**src/rtl/matrix_pkg.sv**
```systemverilog
// matrix_pkg: sequencer state encoding and default geometry of the 16x8 RGB SPI LED matrix,
// shared by matrix_frame_sequencer, output_module and the top level.
package matrix_pkg;
    localparam int CHANNEL_NUMBER   = 3;
    localparam int SPI_SIZE         = 8;
    localparam int COLUMNS          = 16;
    localparam int BYTES_PER_COLUMN = 24;
    localparam int ADDR_W           = 9;

    typedef enum logic [2:0] {
        IDLE,
        IMG_START,
        WAIT_RDY,
        FETCH,
        LATCH,
        ISSUE,
        WAIT_ACC,
        COL_END
    } seq_state_t;
endpackage

```
**src/rtl/seq_addr_gen.sv**
```systemverilog
// seq_addr_gen: byte/column counters of the frame walk and the registered buffer read address.
module seq_addr_gen #(
    parameter int COLUMNS          = matrix_pkg::COLUMNS,
    parameter int BYTES_PER_COLUMN = matrix_pkg::BYTES_PER_COLUMN,
    parameter int ADDR_W           = matrix_pkg::ADDR_W
) (
    input  logic              clk,
    input  logic              rst_n,
    input  logic              clr,
    input  logic              byte_clr,
    input  logic              byte_inc,
    input  logic              col_inc,
    output logic              last_byte,
    output logic              last_col,
    output logic [ADDR_W-1:0] rd_addr
);
    import matrix_pkg::*;

    localparam int BW = $clog2(BYTES_PER_COLUMN);
    localparam int CW = $clog2(COLUMNS);

    logic [BW-1:0]     byte_q, byte_d;
    logic [CW-1:0]     col_q, col_d;
    logic [ADDR_W-1:0] rd_addr_q, rd_addr_d;

    // rd_addr is built from the next counter values so it is already valid in the FETCH cycle
    always_comb begin
        byte_d = clr || byte_clr ? '0 : byte_inc ? byte_q + BW'(1) : byte_q;
        col_d  = clr ? '0 : col_inc ? col_q + CW'(1) : col_q;
        rd_addr_d = ADDR_W'(col_d) * ADDR_W'(BYTES_PER_COLUMN) + ADDR_W'(byte_d);
    end

    always_ff @(posedge clk or negedge rst_n) begin
        if (!rst_n) begin
            byte_q    <= '0;
            col_q     <= '0;
            rd_addr_q <= '0;
        end else begin
            byte_q    <= byte_d;
            col_q     <= col_d;
            rd_addr_q <= rd_addr_d;
        end
    end

    assign last_byte = byte_q == BW'(BYTES_PER_COLUMN - 1);
    assign last_col  = col_q == CW'(COLUMNS - 1);
    assign rd_addr   = rd_addr_q;
endmodule

```
**src/rtl/matrix_frame_sequencer.sv**
```systemverilog
// matrix_frame_sequencer: walks one buffered frame per frame_valid and paces output_module on tx_finish.
// MATRIX_SEQ_REPEAT_EN: replay the buffer continuously while frame_valid is low.
module matrix_frame_sequencer #(
    parameter int CHANNEL_NUMBER   = matrix_pkg::CHANNEL_NUMBER,
    parameter int SPI_SIZE         = matrix_pkg::SPI_SIZE,
    parameter int COLUMNS          = matrix_pkg::COLUMNS,
    parameter int BYTES_PER_COLUMN = matrix_pkg::BYTES_PER_COLUMN,
    parameter int ADDR_W           = matrix_pkg::ADDR_W
) (
    input  logic                               clk,
    input  logic                               rst_n,
    input  logic                               frame_valid,
    output logic                               frame_ack,
    output logic                               rd_en,
    output logic [ADDR_W-1:0]                  rd_addr,
    input  logic [CHANNEL_NUMBER*SPI_SIZE-1:0] rd_data,
    output logic [CHANNEL_NUMBER*SPI_SIZE-1:0] data_out,
    output logic                               new_image,
    output logic                               new_column,
    output logic                               next_data,
    output logic                               extra_bit,
    input  logic                               tx_finish,
    output logic                               busy,
    output logic [15:0]                        frame_count
);
    import matrix_pkg::*;

    seq_state_t                         state_q, state_d;
    logic                               new_image_q, new_image_d;
    logic                               new_column_q, new_column_d;
    logic                               next_data_q, next_data_d;
    logic                               frame_ack_q, frame_ack_d;
    logic                               rd_en_q, rd_en_d;
    logic                               extra_bit_q, extra_bit_d;
    logic                               busy_q, busy_d;
    logic                               acc_q, acc_d;
    logic [CHANNEL_NUMBER*SPI_SIZE-1:0] data_out_q, data_out_d;
    logic [15:0]                        frame_count_q, frame_count_d;
    logic                               cnt_clr, byte_clr, byte_inc, col_inc;
    logic                               last_byte, last_col;

    seq_addr_gen #(
        .COLUMNS         (COLUMNS),
        .BYTES_PER_COLUMN(BYTES_PER_COLUMN),
        .ADDR_W          (ADDR_W)
    ) u_addr_gen (
        .clk      (clk),
        .rst_n    (rst_n),
        .clr      (cnt_clr),
        .byte_clr (byte_clr),
        .byte_inc (byte_inc),
        .col_inc  (col_inc),
        .last_byte(last_byte),
        .last_col (last_col),
        .rd_addr  (rd_addr)
    );

    always_comb begin
        state_d       = state_q;
        new_image_d   = 1'b0;
        new_column_d  = 1'b0;
        next_data_d   = 1'b0;
        frame_ack_d   = 1'b0;
        rd_en_d       = 1'b0;
        extra_bit_d   = extra_bit_q;
        acc_d         = acc_q;
        data_out_d    = data_out_q;
        frame_count_d = frame_count_q;
        cnt_clr       = 1'b0;
        byte_clr      = 1'b0;
        byte_inc      = 1'b0;
        col_inc       = 1'b0;
        case (state_q)
            IDLE: begin
                cnt_clr = 1'b1;
                if (frame_valid) begin
                    state_d     = IMG_START;
                    new_image_d = 1'b1;
                end
            end
            IMG_START: begin
                // a replayed frame lingers one cycle so new_image never lands on frame_ack
                if (frame_ack_q) new_image_d = 1'b1;
                else state_d = WAIT_RDY;
            end
            WAIT_RDY: begin
                if (tx_finish) begin
                    state_d = FETCH;
                    rd_en_d = 1'b1;
                end
            end
            FETCH: state_d = LATCH;
            LATCH: begin
                data_out_d  = rd_data;
                extra_bit_d = last_byte;
                state_d     = ISSUE;
            end
            ISSUE: begin
                if (tx_finish) begin
                    next_data_d = 1'b1;
                    acc_d       = 1'b0;
                    state_d     = WAIT_ACC;
                end
            end
            WAIT_ACC: begin
                // tx_finish must fall (byte taken) before its rise counts as done
                if (!tx_finish) acc_d = 1'b1;
                else if (acc_q) begin
                    if (last_byte) state_d = COL_END;
                    else begin
                        byte_inc = 1'b1;
                        rd_en_d  = 1'b1;
                        state_d  = FETCH;
                    end
                end
            end
            COL_END: begin
                byte_clr = 1'b1;
                if (!last_col) begin
                    new_column_d = 1'b1;
                    col_inc      = 1'b1;
                    state_d      = WAIT_RDY;
                end else begin
                    frame_ack_d   = 1'b1;
                    frame_count_d = frame_count_q + 16'd1;
                    cnt_clr       = 1'b1;
`ifdef MATRIX_SEQ_REPEAT_EN
                    state_d       = frame_valid ? IDLE : IMG_START;
`else
                    state_d       = IDLE;
`endif
                end
            end
            default: state_d = IDLE;
        endcase
        busy_d = state_d != IDLE;
    end

    always_ff @(posedge clk or negedge rst_n) begin
        if (!rst_n) begin
            state_q       <= IDLE;
            new_image_q   <= 1'b0;
            new_column_q  <= 1'b0;
            next_data_q   <= 1'b0;
            frame_ack_q   <= 1'b0;
            rd_en_q       <= 1'b0;
            extra_bit_q   <= 1'b0;
            busy_q        <= 1'b0;
            acc_q         <= 1'b0;
            data_out_q    <= '0;
            frame_count_q <= '0;
        end else begin
            state_q       <= state_d;
            new_image_q   <= new_image_d;
            new_column_q  <= new_column_d;
            next_data_q   <= next_data_d;
            frame_ack_q   <= frame_ack_d;
            rd_en_q       <= rd_en_d;
            extra_bit_q   <= extra_bit_d;
            busy_q        <= busy_d;
            acc_q         <= acc_d;
            data_out_q    <= data_out_d;
            frame_count_q <= frame_count_d;
        end
    end

    assign new_image   = new_image_q;
    assign new_column  = new_column_q;
    assign next_data   = next_data_q;
    assign frame_ack   = frame_ack_q;
    assign rd_en       = rd_en_q;
    assign extra_bit   = extra_bit_q;
    assign busy        = busy_q;
    assign data_out    = data_out_q;
    assign frame_count = frame_count_q;
endmodule

```
**config.mk**
```make
export PLATFORM = sky130hd
export DESIGN_NAME = matrix_frame_sequencer
export DESIGN_NICKNAME = d
export VERILOG_FILES = /design/src/rtl/matrix_pkg.sv /design/src/rtl/seq_addr_gen.sv /design/src/rtl/matrix_frame_sequencer.sv
export SDC_FILE = /design/constraint.sdc
export NUM_CORES = 1
export LEC_CHECK = 0
export CAP_MARGIN = 10
export CORE_ASPECT_RATIO = 1.75
export CORE_MARGIN = 2
export CORE_UTILIZATION = 45
export DETAILED_ROUTE_END_ITERATION = 16
export MAX_ROUTING_LAYER = met4
export PLACE_DENSITY = 0.71
export SKIP_CTS_REPAIR_TIMING = 1
export SLEW_MARGIN = 20
export SYNTH_ARGS = -nofsm -noshare
export SYNTH_HDL_FRONTEND = slang
export SYNTH_SLANG_ARGS = --single-unit
```
**constraint.sdc**
```tcl
create_clock -name clk -period 3.7 [get_ports clk]
set_input_delay 0.555 -clock clk [delete_from_list [all_inputs] [get_ports clk]]
set_output_delay 0.555 -clock clk [all_outputs]
set_load 0.05 [all_outputs]
```
==> out/qor.yml, run 1 <==
cts_buffers: 9
net-switching-power_mw: 1.49
post_synth_instance_area_sq_mm: 0.00308
layout.cells.most_common: "sky130_fd_sc_hd__clkdlybuf4s50_1"
worst_slew_pin_slew_ns: 0.620
syn-instance-count: 262
final_area_sq_mm: 0.00427
initial_utilization_pct: 46.7
core_area_sq_mm: 0.00659
final_min_period_over_clock_period_pct: 86.7
largest_net_degree_at_the_start_of_global_routing: 51
worstPathMaxFanout: 15
yosys_warnings: 0
p_sw_share_pct: 41.1
boundary_pin_count: 84
hpwl_microns: 4530
synth_cell_types: 47
grt_pass1_wl_microns: 9930
async_flop_share_pct: 100
fillerInstances: 541
detailed_route_wire_length_per_cell_microns: 14.1
ys_dominant_reg_cell: "sky130_fd_sc_hd__dfrtp_1"
max_cap_violation_count: 0
final_net_count: 388
final.setup_skew_ns: 0.00261
h-tree-depth: 3
drt_drc_violations_left: 0
worstHoldPathType: "primary input to asynchronous set/reset pin"
finished_core_util_pct: 64.9
fin_crit_ns: 3.21
row_count: 39
cp-end-kind: "register"
setup_viol: 0
routed_wl_microns: 6140
chipWidth_microns: 66.5
worst_ep_required_time_ns: 3.89
rsz0062_at_grt: "no"
pwr-share-seq_pct: 30.4
clock_power_share_pct: 23.3
drt_iter0_markers: 146
portBuffers: 83
synth.avg_cell_area_sq_um: 11.8
clkSinkCount: 66
die_area_sq_mm: 0.00755
criticalPathCategory: "register to register"
insertedDiodeCount: 0
fin_tns_setup_ns: 0
max_freq_mhz: 312
combinationalPowerShare_pct: 46.3
ir_worst_vdd_uv: 400
most_frequent_cells_in_the_layout: "sky130_fd_sc_hd__clkdlybuf4s50_1 (82), sky130_fd_sc_hd__dfrtp_1 (66), sky130_fd_sc_hd__mux2_2 (26), sky130_fd_sc_hd__nand2_1 (22), sky130_fd_sc_hd__nor2_1 (18)"
clk_latency_ns: 0.32
timing_hold_violations_final: 0
drt-pass1-iter-count: 4
antenna_violations_before_repair: 0
grt_use_total_pct: 18.1
number_of_synthesized_flops_with_an_enable_pin: 0
outcome: "completed"
root_buffer: "sky130_fd_sc_hd__clkbuf_16"
share_of_layout_cells_above_drive_strength_1_pct: 15.3
internal_power_mw: 2.13
die_h_microns: 113
ys_ff_latch: 66
path_clk_slew_ns: 0.05
leakage_nw: 1.87
viasPerCell: 5.05
final.setup.worst_slack_ns: 0.491
slew_viol_final: 0
gp_congestion: 0.828
grt_overflow_total: 0
cts_max_path_buffers: 2
synth_nets: 301
total_power_of_the_final_layout_mw: 3.62
power-per-cell-area_mw_per_mm2: 847
tritoncts_clock_tree: "built"
flow.area_growth_from_synthesis_pct: 38.8
dr_total_vias: 2202
first_global_vias: 2197
arrival_ns: 3.40
place_area_sq_mm: 0.00397
relSlewSlack_pct: 58.6
crit_path_start_kind: "register"
drt.antenna.violating_nets: 0
synth-seq-area-share_pct: 53.6
pre_cts_slack_ns: 0.374
state kept, by name (all words and copies together), names as in the netlist, 3 cells and up:
register            flops
u_addr_gen.col_q        4
state_q                 3
data_out               24
u_addr_gen.rd_addr      6
frame_count            16
u_addr_gen.byte_q       5
metal layers:
layer / track usage [%] / wire length [microns] / vias up / part of all wire, %
met1: 18.1 / 2380 / 1060 / 39
met4: 9.80 / 131 / 0 / 2.1
met5: - / 0 / - / 0
met3: 3.94 / 263 / 8 / 4.3
met2: 31.8 / 3370 / 55 / 55
li1: - / - / 1079 / -
kinds of logic (layout without fill, tap and decap cells):
group,after synthesis,count (layout),share of synthesized area (%)
AOI/OAI and AO/OA,32,32,7.15
xor gates and xnor gates,21,21,5.97
adders and majority gates,11,11,4.96
buffers and inverters,23,115,3.70
DFF,66,66,53.6
muxes,28,28,10.2
and+or+nand+nor,81,81,14.4
cells in the mapped netlist, types with 3 or more instances:
cell type                  n  area (sq um)
sky130_fd_sc_hd__nand2_1  22          82.6
sky130_fd_sc_hd__nor3_1    6          30.0
sky130_fd_sc_hd__xnor2_1  10          87.6
sky130_fd_sc_hd__nor2_1   18          67.6
sky130_fd_sc_hd__mux2_2   26           293
sky130_fd_sc_hd__xor2_1   11          96.3
sky130_fd_sc_hd__o21ai_0   8          40.0
sky130_fd_sc_hd__nor2b_1   4          25.0
sky130_fd_sc_hd__a31oi_1   3          18.8
sky130_fd_sc_hd__dfrtp_1  66          1650
sky130_fd_sc_hd__inv_1    13          48.8
sky130_fd_sc_hd__buf_2     4          20.0
sky130_fd_sc_hd__ha_1      9           113
sky130_fd_sc_hd__nand3_1   8          40.0
sky130_fd_sc_hd__buf_4     4          30.0
sky130_fd_sc_hd__a21oi_1   9          45.0
sky130_fd_sc_hd__nand4_1   4          25.0
path summary, 6_finish.rpt:
check,startpoint,to,slack [ns],depth (start not counted)
setup / recovery,state_q[2],u_addr_gen.rd_addr[8],0.49,9
hold / removal,rst_n,data_out[11],0.25,1
setup reg to reg,state_q[2],u_addr_gen.rd_addr[8],0.49,9
hold reg to reg,frame_count[15],frame_count[15],0.47,1
max in group asynchronous,rst_n,data_out[0],2.78,2
min in group clk,frame_count[15],frame_count[15],0.47,1
final cells by class:
cell class | count | area, sq um | share of cell area (%)
multi-input combinational | 173 | 1310 | 30.7
clock inverter | 5 | 52.6 | 1.23
tap | 82 | 103 | 2.40
sequential | 66 | 1650 | 38.7
inverter | 13 | 48.8 | 1.14
timing repair buffer | 86 | 851 | 19.9
clock buffer | 11 | 253 | 5.92
through the flow:
step | cells | hold slack (ns)
3_5_place_dp | 420 | 0.460
3_3_place_gp | 420 | 0.457
6_report | 436 | 0.248
4_1_cts | 436 | 0.473
5_1_grt | 436 | 0.300
2_1_floorplan | 262 | 0.259
power groups by stage:
stage               sequential, mW  combinational [mW]  clock (mW)
floorplan                     1.66               0.644           0
global placement              1.10                1.67           0
detailed placement            1.12                1.69           0
CTS                           1.10                1.70       0.866
global route                  1.14                1.79       0.895
finish                        1.10                1.68       0.843
critical path, cell delays in order, from the launching register on:
cell	delay [ns]
sky130_fd_sc_hd__dfrtp_1	0.55
sky130_fd_sc_hd__or2_2	0.43
sky130_fd_sc_hd__o21a_1	0.24
sky130_fd_sc_hd__mux2_2	0.31
sky130_fd_sc_hd__ha_1	0.24
sky130_fd_sc_hd__fa_1	0.59
sky130_fd_sc_hd__a31oi_1	0.11
sky130_fd_sc_hd__a311o_1	0.32
sky130_fd_sc_hd__o21ai_0	0.16
sky130_fd_sc_hd__o221ai_1	0.13
Note: power is estimated with default switching activity, not from simulation.
==> run 2: changes to the inputs <==
Settings changed: PLACE_DENSITY 0.71 to unset, PLACE_DENSITY_LB_ADDON set to 0.3, SYNTH_HIERARCHICAL set to 1.
==> run 2 against run 1 <==
  * Highest routed layer unchanged
  * Largest power group unchanged
  * Sequential share of layout area grew 1.2 points
  * Area after synthesis fell by 3.9%
  * Via count fell by 4.0%
  * Largest cell class unchanged
  * Synthesized cell count is 11% lower
  * Sequential power barely moved
  * Wire length rose by 2.5%
  * Global-route usage grew 1.2 points
  * Final cell count down 6.7%
  * Total power decreased by 4.5%
==> out/qor.yml, run 2 <==
outcome: "completed"
final.setup_skew_ns: 0.00564
core_area_sq_mm: 0.00644
clock_power_share_pct: 22.5
flip_flop_count_of_the_largest_register_after_layout: 24
timing_hold_violations_final: 0
synth_top_cell_area_share_pct: 55.8
insertedDiodeCount: 0
crit_path_start_kind: "register"
layout.cells.most_common: "sky130_fd_sc_hd__clkdlybuf4s50_1"
worst_slew_pin_slew_ns: 0.676
cp-end-kind: "register"
initial_utilization_pct: 45.9
share_of_layout_cells_above_drive_strength_1_pct: 16.0
detailed_route_wire_length_per_cell_microns: 15.5
yosys_warnings: 6
synth_largest_area_cell: "sky130_fd_sc_hd__dfrtp_1"
first_global_vias: 2152
gp_congestion: 0.862
final_min_period_over_clock_period_pct: 85.9
syn-instance-count: 233
synth_nets: 272
synth.most_common_cell: "sky130_fd_sc_hd__dfrtp_1"
synth_area_leaders: "sky130_fd_sc_hd__dfrtp_1 (56%), sky130_fd_sc_hd__mux2_2 (9.9%), sky130_fd_sc_hd__xor2_1 (4.1%), sky130_fd_sc_hd__ha_1 (3.8%), sky130_fd_sc_hd__xnor2_1 (3.6%)"
dr_total_vias: 2115
synth_cell_types: 40
flow.area_growth_from_synthesis_pct: 40.0
clkSinkCount: 66
setup_viol: 0
grt_use_total_pct: 19.3
fin_tns_setup_ns: 0
synth-seq-area-share_pct: 55.8
internal_power_mw: 2.03
ys_dominant_reg_cell: "sky130_fd_sc_hd__dfrtp_1"
antenna_violations_before_repair: 0
portBuffers: 83
drt_iter0_markers: 86
p_sw_share_pct: 41.3
fin_crit_ns: 3.18
clk_latency_ns: 0.33
rsz0062_at_grt: "no"
total_power_of_the_final_layout_mw: 3.46
net-switching-power_mw: 1.43
fillerInstances: 523
worstPathMaxFanout: 10
die_area_sq_mm: 0.00726
max_freq_mhz: 314
final_net_count: 360
max_cap_violation_count: 0
grt_pass1_wl_microns: 10200
routed_wl_microns: 6300
drt.antenna.violating_nets: 0
finalHoldWorstSlack_ns: 0.109
number_of_synthesized_flops_with_an_enable_pin: 0
grt_overflow_total: 0
ir_worst_vdd_uv: 539
row_count: 39
synth.cells.most_frequent: "sky130_fd_sc_hd__dfrtp_1 (66), sky130_fd_sc_hd__mux2_2 (26), sky130_fd_sc_hd__xor2_1 (14)"
post_synth_instance_area_sq_mm: 0.00296
most_frequent_cells_in_the_layout: "sky130_fd_sc_hd__clkdlybuf4s50_1 (82), sky130_fd_sc_hd__dfrtp_1 (66), sky130_fd_sc_hd__mux2_2 (26), sky130_fd_sc_hd__xor2_1 (14), sky130_fd_sc_hd__xnor2_1 (12)"
synth.avg_cell_area_sq_um: 12.7
async_flop_share_pct: 100
worst_ep_required_time_ns: 3.94
cts_max_path_buffers: 2
power-per-cell-area_mw_per_mm2: 835
tritoncts_clock_tree: "built"
slew_viol_final: 0
relSlewSlack_pct: 55.0
final.setup.worst_slack_ns: 0.520
drt_drc_violations_left: 0
pwr-share-seq_pct: 31.3
largest_net_degree_at_the_start_of_global_routing: 55
criticalPathCategory: "register to register"
cts_buffers: 9
h-tree-depth: 3
ys_ff_latch: 66
die_h_microns: 111
hpwl_microns: 4570
pre_cts_slack_ns: 0.502
drt-pass1-iter-count: 4
arrival_ns: 3.42
leakage_nw: 1.88
worstHoldPathType: "primary input to asynchronous set/reset pin"
root_buffer: "sky130_fd_sc_hd__clkbuf_16"
boundary_pin_count: 84
combinationalPowerShare_pct: 46.2
finished_core_util_pct: 64.3
path_clk_slew_ns: 0.05
chipWidth_microns: 65.3
viasPerCell: 5.20
## run 2: cell types whose count changed after synthesis, moves of 4 or more
| cell | previous run | this run |
|---|---|---|
| sky130_fd_sc_hd__nor3_1 | 6 | 11 |
| sky130_fd_sc_hd__nand2_1 | 22 | 11 |
| sky130_fd_sc_hd__a21oi_1 | 9 | 3 |
| sky130_fd_sc_hd__nor2_1 | 18 | 9 |
| sky130_fd_sc_hd__o21ai_0 | 8 | 4 |
| sky130_fd_sc_hd__inv_1 | 13 | 8 |
## run 2: path summary, 6_finish.rpt
kind,start,to,slack (ns),cells past startpoint
min in group clk,frame_count[15],frame_count[15],0.47,1
worst max-delay path,u_addr_gen/col_q[0],u_addr_gen/rd_addr[8],0.52,11
worst min-delay path,rst_n,data_out[18],0.11,1
max in group asynchronous,rst_n,data_out[23],2.61,2
worst max register to register,u_addr_gen/col_q[0],u_addr_gen/rd_addr[8],0.52,11
worst min register to register,frame_count[15],frame_count[15],0.47,1
## run 2: final cells by class
class                      count  area (sq um)  area share (%)
clock buffer                  12           256            6.19
clock inverter                 3          15.0           0.363
inverter                       8          30.0           0.725
multi-input combinational    149          1220            29.5
sequential                    66          1650            39.9
tap                           82           103            2.48
timing repair buffer          87           863            20.8
## run 2: layer usage
metal	GRT usage (%)	up-vias	wire length, microns
met3	5.89	14	263
met5	-	-	0
met1	19.6	1054	2300
met2	33.3	52	3580
li1	-	995	-
met4	8.75	0	151
## run 2: power by group through the flow
stage | combinational (mW) | sequential (mW) | clock, mW
floorplan | 0.558 | 1.63 | 0
global placement | 1.58 | 1.08 | 0
detailed placement | 1.60 | 1.10 | 0
CTS | 1.60 | 1.08 | 0.797
global route | 1.69 | 1.11 | 0.828
finish | 1.60 | 1.08 | 0.777
## run 2: through the flow
step	instance area (sq um)	instances
4_1_cts	4130	406
3_3_place_gp	3850	391
5_1_grt	4140	407
6_report	4140	407
2_1_floorplan	2960	233
3_5_place_dp	3850	391
## run 2: logic make-up after synthesis
logic type / Yosys count / share of synthesized area (%)
xor gates and xnor gates: 26 / 7.70
DFF: 66 / 55.8
buffers and inverters: 18 / 3.05
AOI/OAI and AO/OA: 19 / 4.27
muxes: 30 / 11.4
and+or+nand+nor: 63 / 12.6
adders and majority gates: 11 / 5.16
## run 2: worst max-delay path, cell delays in order (launching register included)
cell and delay (ns):
sky130_fd_sc_hd__dfrtp_1 0.41, sky130_fd_sc_hd__ha_1 0.22, sky130_fd_sc_hd__and3_1 0.18, sky130_fd_sc_hd__and4_1 0.33, sky130_fd_sc_hd__or2_2 0.43, sky130_fd_sc_hd__nor2_1 0.30
sky130_fd_sc_hd__ha_1 0.25, sky130_fd_sc_hd__fa_1 0.23, sky130_fd_sc_hd__xor2_1 0.27, sky130_fd_sc_hd__nand3_1 0.15, sky130_fd_sc_hd__o2bb2ai_1 0.15, sky130_fd_sc_hd__a211oi_1 0.17
==> run 3: changes to the inputs <==
Settings changed: HOLD_SLACK_MARGIN set to 0.12, MAX_ROUTING_LAYER met4 to unset, SYNTH_HIERARCHICAL 1 to unset.
==> run 3 against run 2 <==
  * Final cell count increased by 6.9%
  * Critical path depth decreased by 2
  * Global-route usage decreased by 1.7 points
  * Sequential share of layout area decreased by 1.1 points
  * Sequential power about the same
  * Clock skew decreased by 0.0029 ns
  * Combinational power increased by 4%
  * Clock power increased by 2%
  * Register-to-register slack got worse by 0.06 ns
  * Flip-flop and latch count unchanged
  * Largest cell class unchanged
==> out/qor.yml, run 3 (synthesized netlist as in run 1, its figures left out) <==
outcome: "completed"
finished_core_util_pct: 64.6
most_frequent_cells_in_the_layout: "sky130_fd_sc_hd__clkdlybuf4s50_1 (82), sky130_fd_sc_hd__dfrtp_1 (66), sky130_fd_sc_hd__mux2_2 (26), sky130_fd_sc_hd__nand2_1 (22), sky130_fd_sc_hd__nor2_1 (18)"
pwr-share-seq_pct: 31.0
first_global_vias: 2213
rsz0062_at_grt: "no"
row_count: 39
combinationalPowerShare_pct: 46.7
gp_congestion: 0.778
cpMaxStageDelayCell: "sky130_fd_sc_hd__fa_1"
final_min_period_over_clock_period_pct: 87.5
arrival_ns: 3.41
detailed_route_wire_length_per_cell_microns: 14.1
initial_utilization_pct: 46.7
fin_tns_setup_ns: 0
cts_buffers: 9
r2r_end: "u_addr_gen.rd_addr[8]"
relSlewSlack_pct: 42.1
grt_use_total_pct: 17.7
p_sw_share_pct: 41.2
grt_util_met2_pct: 29.9
chipWidth_microns: 66.5
footprint_of_the_multi_input_gates_sq_mm: 0.00131
clkSinkCount: 66
net-switching-power_mw: 1.47
drt_drc_violations_left: 0
die_h_microns: 113
power-per-cell-area_mw_per_mm2: 839
dr_total_vias: 2216
criticalPathCategory: "register to register"
layout.cells.non_filler: 435
global_route.usage.met3_pct: 4.24
flip_flop_count_of_the_largest_register_after_layout: 24
crit_path_start_kind: "register"
worstRegToRegCells: 9
worstPathMaxFanout: 15
reg2reg_setup_slack_ns: 0.46
die_area_sq_mm: 0.00755
root_buffer: "sky130_fd_sc_hd__clkbuf_16"
met1_usage_pct: 20.5
setup_viol: 0
routed_wl_microns: 6120
drt.antenna.violating_nets: 0
area.sequential_sq_mm: 0.00165
final_net_count: 388
drt_iter0_markers: 119
worst_path_largest_cell_delay_ns: 0.59
crit_chain: "or2_2 > o21a_1 > mux2_2 > ha_1 > fa_1 > a31oi_1 > a311o_1 > o21ai_0 > o221ai_1"
grt_pass1_wl_microns: 10200
flow.area_growth_from_synthesis_pct: 38.2
drt-pass1-iter-count: 4
clk_latency_ns: 0.32
layout.cells.most_common: "sky130_fd_sc_hd__clkdlybuf4s50_1"
antenna_violations_before_repair: 0
max_cap_violation_count: 0
viasPerCell: 5.09
worstHoldPathType: "primary input to asynchronous set/reset pin"
fillerInstances: 548
max_freq_mhz: 309
portBuffers: 83
slew_viol_final: 0
timing_hold_violations_final: 0
grt_overflow_total: 0
largest_net_degree_at_the_start_of_global_routing: 42
cts_max_path_buffers: 2
final.setup_skew_ns: 0.00279
worst_ep_required_time_ns: 3.88
clock_power_share_pct: 22.2
path_clk_slew_ns: 0.05
total_power_of_the_final_layout_mw: 3.57
core_area_sq_mm: 0.00659
tritoncts_clock_tree: "built"
share_of_layout_cells_above_drive_strength_1_pct: 14.7
dp_cells: 420
startpoint: "state_q[2]"
worst_slew_pin_slew_ns: 0.869
boundary_pin_count: 84
grt_busiest_layer: "met2"
cp-end-kind: "register"
worst_r2r_startpoint: "state_q[2]"
leakage_nw: 1.86
fin_crit_ns: 3.24
ir_worst_vdd_uv: 476
internal_power_mw: 2.10
hpwl_microns: 4540
insertedDiodeCount: 0
h-tree-depth: 3
==> run 3: area by class of cell <==
type,instances,area share [%]
inverter,13,1.15
clock buffer,14,6.67
clock inverter,1,0.176
multi-input combinational,173,30.9
tap,82,2.41
sequential,66,38.8
timing repair buffer,86,19.9
==> run 3: worst max-delay path by stage <==
stage                             to  slack (ns)  depth (start not counted)
6_report       u_addr_gen.rd_addr[8]        0.46                          9
5_1_grt        u_addr_gen.rd_addr[8]        0.29                         10
4_1_cts        u_addr_gen.rd_addr[8]        0.49                          9
3_5_place_dp   u_addr_gen.rd_addr[8]        0.41                         12
3_3_place_gp   u_addr_gen.rd_addr[8]        0.49                         12
2_1_floorplan  u_addr_gen.rd_addr[8]        0.80                         11
==> run 3: critical path: cells and delay by family, from the launching register on <==
kind,cells,cell delay [ns]
compound gates,5,0.96
fa+ha+maj,2,0.82
flops,1,0.55
simple gates,1,0.44
mux,1,0.31
==> run 3: metal layers <==
layer / wire [microns] / share of wire (%)
met5: 0 / 0
met2: 3270 / 53
met3: 281 / 4.6
met4: 118 / 1.9
met1: 2460 / 40
==> run 3: metrics by stage <==
step | hold slack, ns | cell area (sq um) | setup slack [ns]
after floorplan | 0.259 | 3080 | 0.801
after global routing | 0.452 | 4260 | 0.288
after global placement | 0.460 | 3970 | 0.487
final | 0.356 | 4260 | 0.464
after CTS | 0.381 | 4260 | 0.495
after detailed placement | 0.458 | 3970 | 0.412
==> run 3: power by group through the flow <==
stage	logic (mW)	clock network [mW]	registers, mW
finish	1.67	0.795	1.11
global route	1.78	0.850	1.14
CTS	1.69	0.822	1.11
detailed placement	1.68	0	1.12
global placement	1.66	0	1.11
floorplan	0.644	0	1.66
